### config.mk
export PLATFORM = sky130hd
export DESIGN_NAME = ser_add_sched_flat
export DESIGN_NICKNAME = d
export VERILOG_FILES = /design/src/rtl/ser_add_sched_if.sv /design/src/rtl/ser_add_sched.sv /design/src/flat_wrapper.sv
export SDC_FILE = /design/constraint.sdc
export NUM_CORES = 1
export LEC_CHECK = 0
export CORE_MARGIN = 8
export CORE_UTILIZATION = 47
export CTS_CLUSTER_DIAMETER = 40
export DETAILED_ROUTE_END_ITERATION = 8
export GPL_ROUTABILITY_DRIVEN = 1
export HOLD_SLACK_MARGIN = 0.03
export PLACE_DENSITY = 0.89
export SLEW_MARGIN = 0
export SYNTH_ARGS = -nofsm -noshare
export SYNTH_HDL_FRONTEND = slang
export SYNTH_SLANG_ARGS = --single-unit
### constraint.sdc
create_clock -name clk -period 5.6 [get_ports clk]
set_input_delay 1.68 -clock clk [delete_from_list [all_inputs] [get_ports clk]]
set_output_delay 1.68 -clock clk [all_outputs]
set_load 0.03 [all_outputs]
### src/rtl/ser_add_sched_if.sv
// ser_add_sched_if: requester, response and adder-side signals of the
// serial-adder scheduler.
//   req0_*/req1_*  : operand-pair request channels (valid/ready, a, b)
//   resp_*         : result channel (valid/ready, id, sum)
//   busy           : scheduler not idle
//   sa_mode/sa_a/sa_b/sa_sum : connection to the serial adder
// Modport slave is the scheduler view; master is the client/adder view.
interface ser_add_sched_if #(
    parameter int unsigned WIDTH = 16
);
    logic             req0_valid;
    logic             req0_ready;
    logic [WIDTH-1:0] req0_a;
    logic [WIDTH-1:0] req0_b;
    logic             req1_valid;
    logic             req1_ready;
    logic [WIDTH-1:0] req1_a;
    logic [WIDTH-1:0] req1_b;
    logic             resp_valid;
    logic             resp_ready;
    logic             resp_id;
    logic [WIDTH-1:0] resp_sum;
    logic             busy;
    logic             sa_mode;
    logic [WIDTH-1:0] sa_a;
    logic [WIDTH-1:0] sa_b;
    logic             sa_sum;

    modport slave (
        input  req0_valid, req0_a, req0_b,
        input  req1_valid, req1_a, req1_b,
        input  resp_ready, sa_sum,
        output req0_ready, req1_ready,
        output resp_valid, resp_id, resp_sum, busy,
        output sa_mode, sa_a, sa_b
    );

    modport master (
        output req0_valid, req0_a, req0_b,
        output req1_valid, req1_a, req1_b,
        output resp_ready, sa_sum,
        input  req0_ready, req1_ready,
        input  resp_valid, resp_id, resp_sum, busy,
        input  sa_mode, sa_a, sa_b
    );
endinterface

### src/rtl/ser_add_sched.sv
// ser_add_sched: round-robin two-requester scheduler for a serial adder.
// Grants one operand pair, loads it into the adder (one LOAD cycle), runs
// WIDTH shift cycles collecting the LSB-first sum, then presents the sum and
// requester id on a valid/ready response port.
//   clk   : rising-edge clock
//   reset : asynchronous, active-high
//   bus   : ser_add_sched_if.slave (requests, response, busy, adder side)
module ser_add_sched #(
    parameter int unsigned WIDTH = 16
) (
    input logic           clk,
    input logic           reset,
    ser_add_sched_if.slave bus
);
    localparam int unsigned CW = $clog2(WIDTH + 1);

    typedef enum logic [1:0] {IDLE, LOAD, SHIFT, DONE} state_t;

    state_t           state;
    state_t           state_nx;
    logic             prio;
    logic [CW-1:0]    cnt;
    logic [WIDTH-1:0] result;
    logic [WIDTH-1:0] a_q;
    logic [WIDTH-1:0] b_q;
    logic             id_q;
    logic             valid_q;
    logic             grant0;
    logic             grant1;

    // Grants are combinational in IDLE; masked while reset is held so no
    // ready appears before the first post-reset cycle.
    always_comb begin
        state_nx = state;
        grant0   = 1'b0;
        grant1   = 1'b0;
        case (state)
            IDLE: begin
                if (!reset) begin
                    grant0 = bus.req0_valid && (!bus.req1_valid || !prio);
                    grant1 = bus.req1_valid && (!bus.req0_valid ||  prio);
                end
                if (grant0 || grant1) state_nx = LOAD;
            end
            LOAD:  state_nx = SHIFT;
            SHIFT: if (cnt == CW'(WIDTH - 1)) state_nx = DONE;
            DONE:  if (bus.resp_ready) state_nx = IDLE;
            default: state_nx = IDLE;
        endcase
    end

    always_ff @(posedge clk or posedge reset) begin
        if (reset) begin
            state   <= IDLE;
            valid_q <= 1'b0;
            prio    <= 1'b0;
            cnt     <= '0;
            result  <= '0;
            a_q     <= '0;
            b_q     <= '0;
            id_q    <= 1'b0;
        end else begin
            state   <= state_nx;
            valid_q <= (state_nx == DONE);
            case (state)
                IDLE: begin
                    // Priority moves to the requester that lost (or was idle).
                    if (grant0) begin
                        a_q  <= bus.req0_a;
                        b_q  <= bus.req0_b;
                        id_q <= 1'b0;
                        prio <= 1'b1;
                    end else if (grant1) begin
                        a_q  <= bus.req1_a;
                        b_q  <= bus.req1_b;
                        id_q <= 1'b1;
                        prio <= 1'b0;
                    end
                end
                LOAD: cnt <= '0;
                SHIFT: begin
                    // LSB arrives first, so shift right and insert at the MSB.
                    result <= {bus.sa_sum, result[WIDTH-1:1]};
                    cnt    <= cnt + CW'(1);
                end
                default: ;
            endcase
        end
    end

    assign bus.req0_ready = grant0;
    assign bus.req1_ready = grant1;
    assign bus.resp_valid = valid_q;
    assign bus.resp_id    = id_q;
    assign bus.resp_sum   = result;
    assign bus.busy       = (state != IDLE);
    assign bus.sa_mode    = (state != SHIFT);
    assign bus.sa_a       = a_q;
    assign bus.sa_b       = b_q;
endmodule

### src/flat_wrapper.sv
// flat-port wrapper written by rule: the top's interface ports become plain ports
module ser_add_sched_flat 
#(
    parameter int unsigned WIDTH = 16
)
  (clk, reset, bus_req0_valid, bus_req0_a, bus_req0_b, bus_req1_valid, bus_req1_a, bus_req1_b, bus_resp_ready, bus_sa_sum, bus_req0_ready, bus_req1_ready, bus_resp_valid, bus_resp_id, bus_resp_sum, bus_busy, bus_sa_mode, bus_sa_a, bus_sa_b);
  ser_add_sched_if #(.WIDTH(WIDTH)) bus_i ();
  input logic clk;
  input logic reset;
  input wire logic [$bits(bus_i.req0_valid)-1:0] bus_req0_valid;
  input wire logic [$bits(bus_i.req0_a)-1:0] bus_req0_a;
  input wire logic [$bits(bus_i.req0_b)-1:0] bus_req0_b;
  input wire logic [$bits(bus_i.req1_valid)-1:0] bus_req1_valid;
  input wire logic [$bits(bus_i.req1_a)-1:0] bus_req1_a;
  input wire logic [$bits(bus_i.req1_b)-1:0] bus_req1_b;
  input wire logic [$bits(bus_i.resp_ready)-1:0] bus_resp_ready;
  input wire logic [$bits(bus_i.sa_sum)-1:0] bus_sa_sum;
  output wire logic [$bits(bus_i.req0_ready)-1:0] bus_req0_ready;
  output wire logic [$bits(bus_i.req1_ready)-1:0] bus_req1_ready;
  output wire logic [$bits(bus_i.resp_valid)-1:0] bus_resp_valid;
  output wire logic [$bits(bus_i.resp_id)-1:0] bus_resp_id;
  output wire logic [$bits(bus_i.resp_sum)-1:0] bus_resp_sum;
  output wire logic [$bits(bus_i.busy)-1:0] bus_busy;
  output wire logic [$bits(bus_i.sa_mode)-1:0] bus_sa_mode;
  output wire logic [$bits(bus_i.sa_a)-1:0] bus_sa_a;
  output wire logic [$bits(bus_i.sa_b)-1:0] bus_sa_b;
  assign bus_i.req0_valid = bus_req0_valid;
  assign bus_i.req0_a = bus_req0_a;
  assign bus_i.req0_b = bus_req0_b;
  assign bus_i.req1_valid = bus_req1_valid;
  assign bus_i.req1_a = bus_req1_a;
  assign bus_i.req1_b = bus_req1_b;
  assign bus_i.resp_ready = bus_resp_ready;
  assign bus_i.sa_sum = bus_sa_sum;
  assign bus_req0_ready = bus_i.req0_ready;
  assign bus_req1_ready = bus_i.req1_ready;
  assign bus_resp_valid = bus_i.resp_valid;
  assign bus_resp_id = bus_i.resp_id;
  assign bus_resp_sum = bus_i.resp_sum;
  assign bus_busy = bus_i.busy;
  assign bus_sa_mode = bus_i.sa_mode;
  assign bus_sa_a = bus_i.sa_a;
  assign bus_sa_b = bus_i.sa_b;
  ser_add_sched #(.WIDTH(WIDTH)) u_core (.clk(clk), .reset(reset), .bus(bus_i));
endmodule
Word level (Yosys, flattened, before mapping). Cells that the tools add are included.

Bits in registers: 58. Latch bits: 0. Memory bits (writable): 0. Bits in read-only memories: 0. Input bits: 70. Word-level logic and storage cells: 47. Memories kept: 0.

Add/subtract/negate cells: 1. Multiply operators: 0. Div/mod/pow operators: 0. Order comparisons: 0. Eq/ne operators: 6. Shift-type cells: 0. Mux-type cells: 19. Bitwise logic cells: 0. Reductions and logical operators: 13.

Operator list (count): $mux W16 (4); $mux W1 (10); $pmux W5 S2 (1); $pmux W2 S4 (1); $eq A2 B2 Y1 const B (3); $mux W2 (3); $reduce_bool A2 Y1 (3); $add A5 B1 Y5 const B (1); $eq A5 B4 Y1 const B (1); $logic_not A1 Y1 (3); $logic_or A1 B1 Y1 (3); $eq A2 B1 Y1 const B (1); $logic_and A1 B1 Y1 (2); $logic_not A2 Y1 (1); $ne A2 B2 Y1 const B (1); $reduce_and A2 Y1 (1).

Longest topological paths before layout.
Word-level depth: 9. Mapped depth: 8. Depth with buffers taken out: 6.

Worst setup path before layout. OpenSTA, ideal clock, no wires.

Path kind: input -> output. Start point: in reset. End point: out bus_req1_ready. Arrival: 2.769 ns. Path slack: 1.151 ns. Stages: 5. Cells stage by stage: and2b_1 buf_4 buf_2 nand2_1 a21oi_1.

Cells in the longest elaborated chain, start to end: 3.

RTL lines: start: declaration (RTL line flat_wrapper.sv:9) `input logic reset;`; $mux W1 (RTL line ser_add_sched.sv:39) `if (!reset) begin`; $mux W1 (2 in a row) (RTL line ser_add_sched.sv:37) `case (state)`; end: declaration (RTL line flat_wrapper.sv:19) `output wire logic [$bits(bus_i.req1_ready)-1:0] bus_req1_ready;`.

No other way between the ends. The select of a mux whose other input is x is not followed.

Worst setup path in the final report.
Start point: in reset. End point: out bus_req0_ready.

Cells in the longest elaborated chain, start to end: 3.

RTL lines: $mux W1 (RTL line ser_add_sched.sv:39); $mux W1 (2 in a row) (RTL line ser_add_sched.sv:37); end: declaration (RTL line flat_wrapper.sv:18) `output wire logic [$bits(bus_i.req0_ready)-1:0] bus_req0_ready;`.

No other way between the ends. The select of a mux whose other input is x is not followed.

==> impl_metrics.tcl <==
set metrics [dict create \
    power_density_nw_per_um2 568 \
    grt_overflow 0 \
    fin_crit_sh_pct 90.8 \
    finalHoldViolations 0 \
    cts_repair_resize_count 0 \
    path_max_fanout 66 \
    finalPower_mw 2.51 \
    synth_warnings 0 \
    start_util_pct 48.1 \
    avgRoutedWirePerCell_microns 18.5 \
    highest-signal-layer "met4" \
    drtAntennaViolNets 0 \
    ctsHoldBuffers 0 \
    fin_cells 473 \
    clkTransAtPathRegs_ps 60 \
    met2_wirelength_mm 4.36 \
    power_leakage_nw 1.68 \
    area_delta_synth_final_pct 45.7 \
    slew_viol_final 0 \
    io_pins 124 \
    cts.sinks 58 \
    period_minus_slack_ps 5080 \
    ys_top_cells_by_count "dfrtp_1 (58), o21ai_0 (36), a21oi_1 (34)" \
    status "complete, no violations" \
    tightest_slew_ps 1130 \
    dp_cells 458 \
    synthTopCellsByArea "dfrtp_1 (48%), a31oi_2 (12%), nand4_1 (6.6%)" \
    worstSetupStartpointType "primary input" \
    cts.path.max_buffers 2 \
    viasPerCell 5.81 \
    antenna_found_initial 0 \
    hold_ws_ps 505 \
    setup_viol 0 \
    die_area_sq_um 9290 \
    die_h_microns 96.4 \
    cap_viol_max_count 0 \
    routed-wl-met3_microns 662 \
    grt_pass1_vias 2829 \
    synth_seq_cells 58 \
    cts_tree "yes" \
    worstSetupEndpointType "primary output" \
    drive_gt1_share_pct 16.2 \
    place.detailed.hpwl_mm 6.07 \
    drt-total-wl_mm 8.74 \
    dieWidth_microns 96.4 \
    r2r_setup_slack_ps 2980 \
    final_nets 468 \
    synth_edf_count 0 \
    drt_pass1_iterations 4 \
    syn-instance-count 284 \
    synth.top_cell.area_share_pct 47.8 \
    synth_area_sq_um 3040 \
    yosys.area.top_type "dfrtp_1" \
    root_buffer "clkbuf_8" \
    cts_buffers 9 \
    routedLengthMet1_mm 3.62 \
    async_flop_share_pct 100 \
    drc_errors 0 \
    clkLatencyLatePin_ps 330 \
    finClkSkew_ps 8.92 \
    rsz0062_at_grt "no" \
    cts_setup_buffers 0 \
    timing.fmax_mhz 197 \
    tns_ps 0 \
    peakVddDrop_mv 0.374 \
    antenna_cells 0 \
    num_vias 2746 \
    post-synth-top-count-cell "dfrtp_1" \
    portBuffers 123 \
    track_usage_pct 18.9 \
    ys_seq_area_share_pct 47.8 \
    syn-num-nets 360 \
    hold_path_class "flip-flop to flip-flop" \
    grt_pass1_wl_mm 13.7 \
    ys_types 35 \
    synthFlopType "dfrtp_1" \
    place_congestion 0.831 \
    required_ps 3920 \
    first_iter_violations 138 \
    core_area_sq_um 6310 \
    htreeDepth 3 \
    max_slew_margin_pct 24.4 \
    grt_max_degree 67 \
    rows 29 \
    critPathKind "primary input to primary output" \
    worstPathArrival_ps 3400 \
    syn_avg_cell_area_sq_um 10.7 \
]
-- per-layer routing --
| metal | vias up | track usage (%) |
|---|---|---|
| met4 | 0 | 8.32 |
| met2 | 109 | 31.1 |
| met3 | 7 | 5.95 |
| met5 | - | 0 |
| met1 | 1342 | 22.3 |
| li1 | 1288 | - |
-- registers in the layout, summed over array words and instances (netlist names) --
| signal | flops |
|---|---|
| u_core.bus.sa_b | 16 |
| u_core.state | 2 |
| u_core.cnt | 5 |
| u_core.bus.resp_sum | 16 |
| u_core.bus.resp_valid | 1 |
| u_core.bus.sa_a | 16 |
| u_core.prio | 1 |
| u_core.bus.resp_id | 1 |
-- critical path: stages --
cell             delay [ps]
clkdlybuf4s50_1         460
and2b_2                 250
buf_4                   520
nand3_1                 240
inv_1                    90
buf_4                   160
-- power by group --
| group | switching, mW | internal, mW |
|---|---|---|
| sequential | 0.126 | 0.617 |
| clock | 0.156 | 0.205 |
| combinational | 0.820 | 0.587 |
| total | 1.10 | 1.41 |
-- cells in the final DEF, fill, tap and decap left out --
cell type and instances:
nand4_1 32, mux2i_1 1, ha_1 6, clkinv_2 2, nand2_1 3, and3_1 2
o21ai_0 36, dfrtp_1 58, nand3b_1 1, or2_1 1, o32ai_1 1, o21ai_1 3
nand3_1 3, clkbuf_8 13, nor2b_1 1, o21a_1 2, a31oi_1 2, and2b_2 1
inv_1 7, and2_1 1, a21o_1 1, o21ba_1 1, inv_2 2, o22ai_1 2
mux2_2 9, nor2_1 2, a31oi_2 30, a21boi_0 1, nor3b_1 1, a22o_1 1
a21oi_1 34, mux2_1 7, clkdlybuf4s50_1 122, buf_4 6, and2_4 1
-- cell type report --
type                    count  area (sq um)
repair buffers            128          1270
clock inverters             2          10.0
flip-flops and latches     58          1450
inverters                   9          33.8
fillers                   498          1890
multi-input cells         186          1390
clock buffers              13           179
well taps                  77          96.3
-- cells by family (layout without fill, tap and decap cells) --
kind of cell | count (synthesis) | in the layout | synth area share, %
AOI/OAI and AO/OA | 114 | 114 | 27.1
DFF | 58 | 58 | 47.8
buffers and inverters | 40 | 152 | 6.59
adders and majority gates | 6 | 6 | 2.47
muxes | 17 | 17 | 6.26
and+or+nand+nor | 49 | 49 | 9.77
-- through the flow --
stage / instance area [sq um] / utilization (%) / setup slack [ps]
after global placement: 4230 / 67.1 / 581
after CTS: 4420 / 70.1 / 515
after global routing: 4420 / 70.1 / 416
after floorplan: 3040 / - / 1150
after detailed placement: 4230 / 67.1 / 522
final: 4420 / 70.1 / 517
-- worst paths after layout --
check                      cells past startpoint                            from                                  to
max reg2reg                                    6       u_core.state[0]$_DFF_PP0_      u_core.bus.sa_b[6]$_DFFE_PP0P_
max in group asynchronous                      3                           reset      u_core.bus.sa_a[9]$_DFFE_PP0P_
min reg2reg                                    1  u_core.bus.resp_id$_DFFE_PP0P_      u_core.bus.resp_id$_DFFE_PP0P_
min in group asynchronous                      2                           reset  u_core.bus.resp_sum[7]$_DFFE_PP0P_
max                                            6                           reset                      bus_req0_ready
min                                            1  u_core.bus.resp_id$_DFFE_PP0P_      u_core.bus.resp_id$_DFFE_PP0P_
Note: power is estimated with default switching activity, not from simulation.
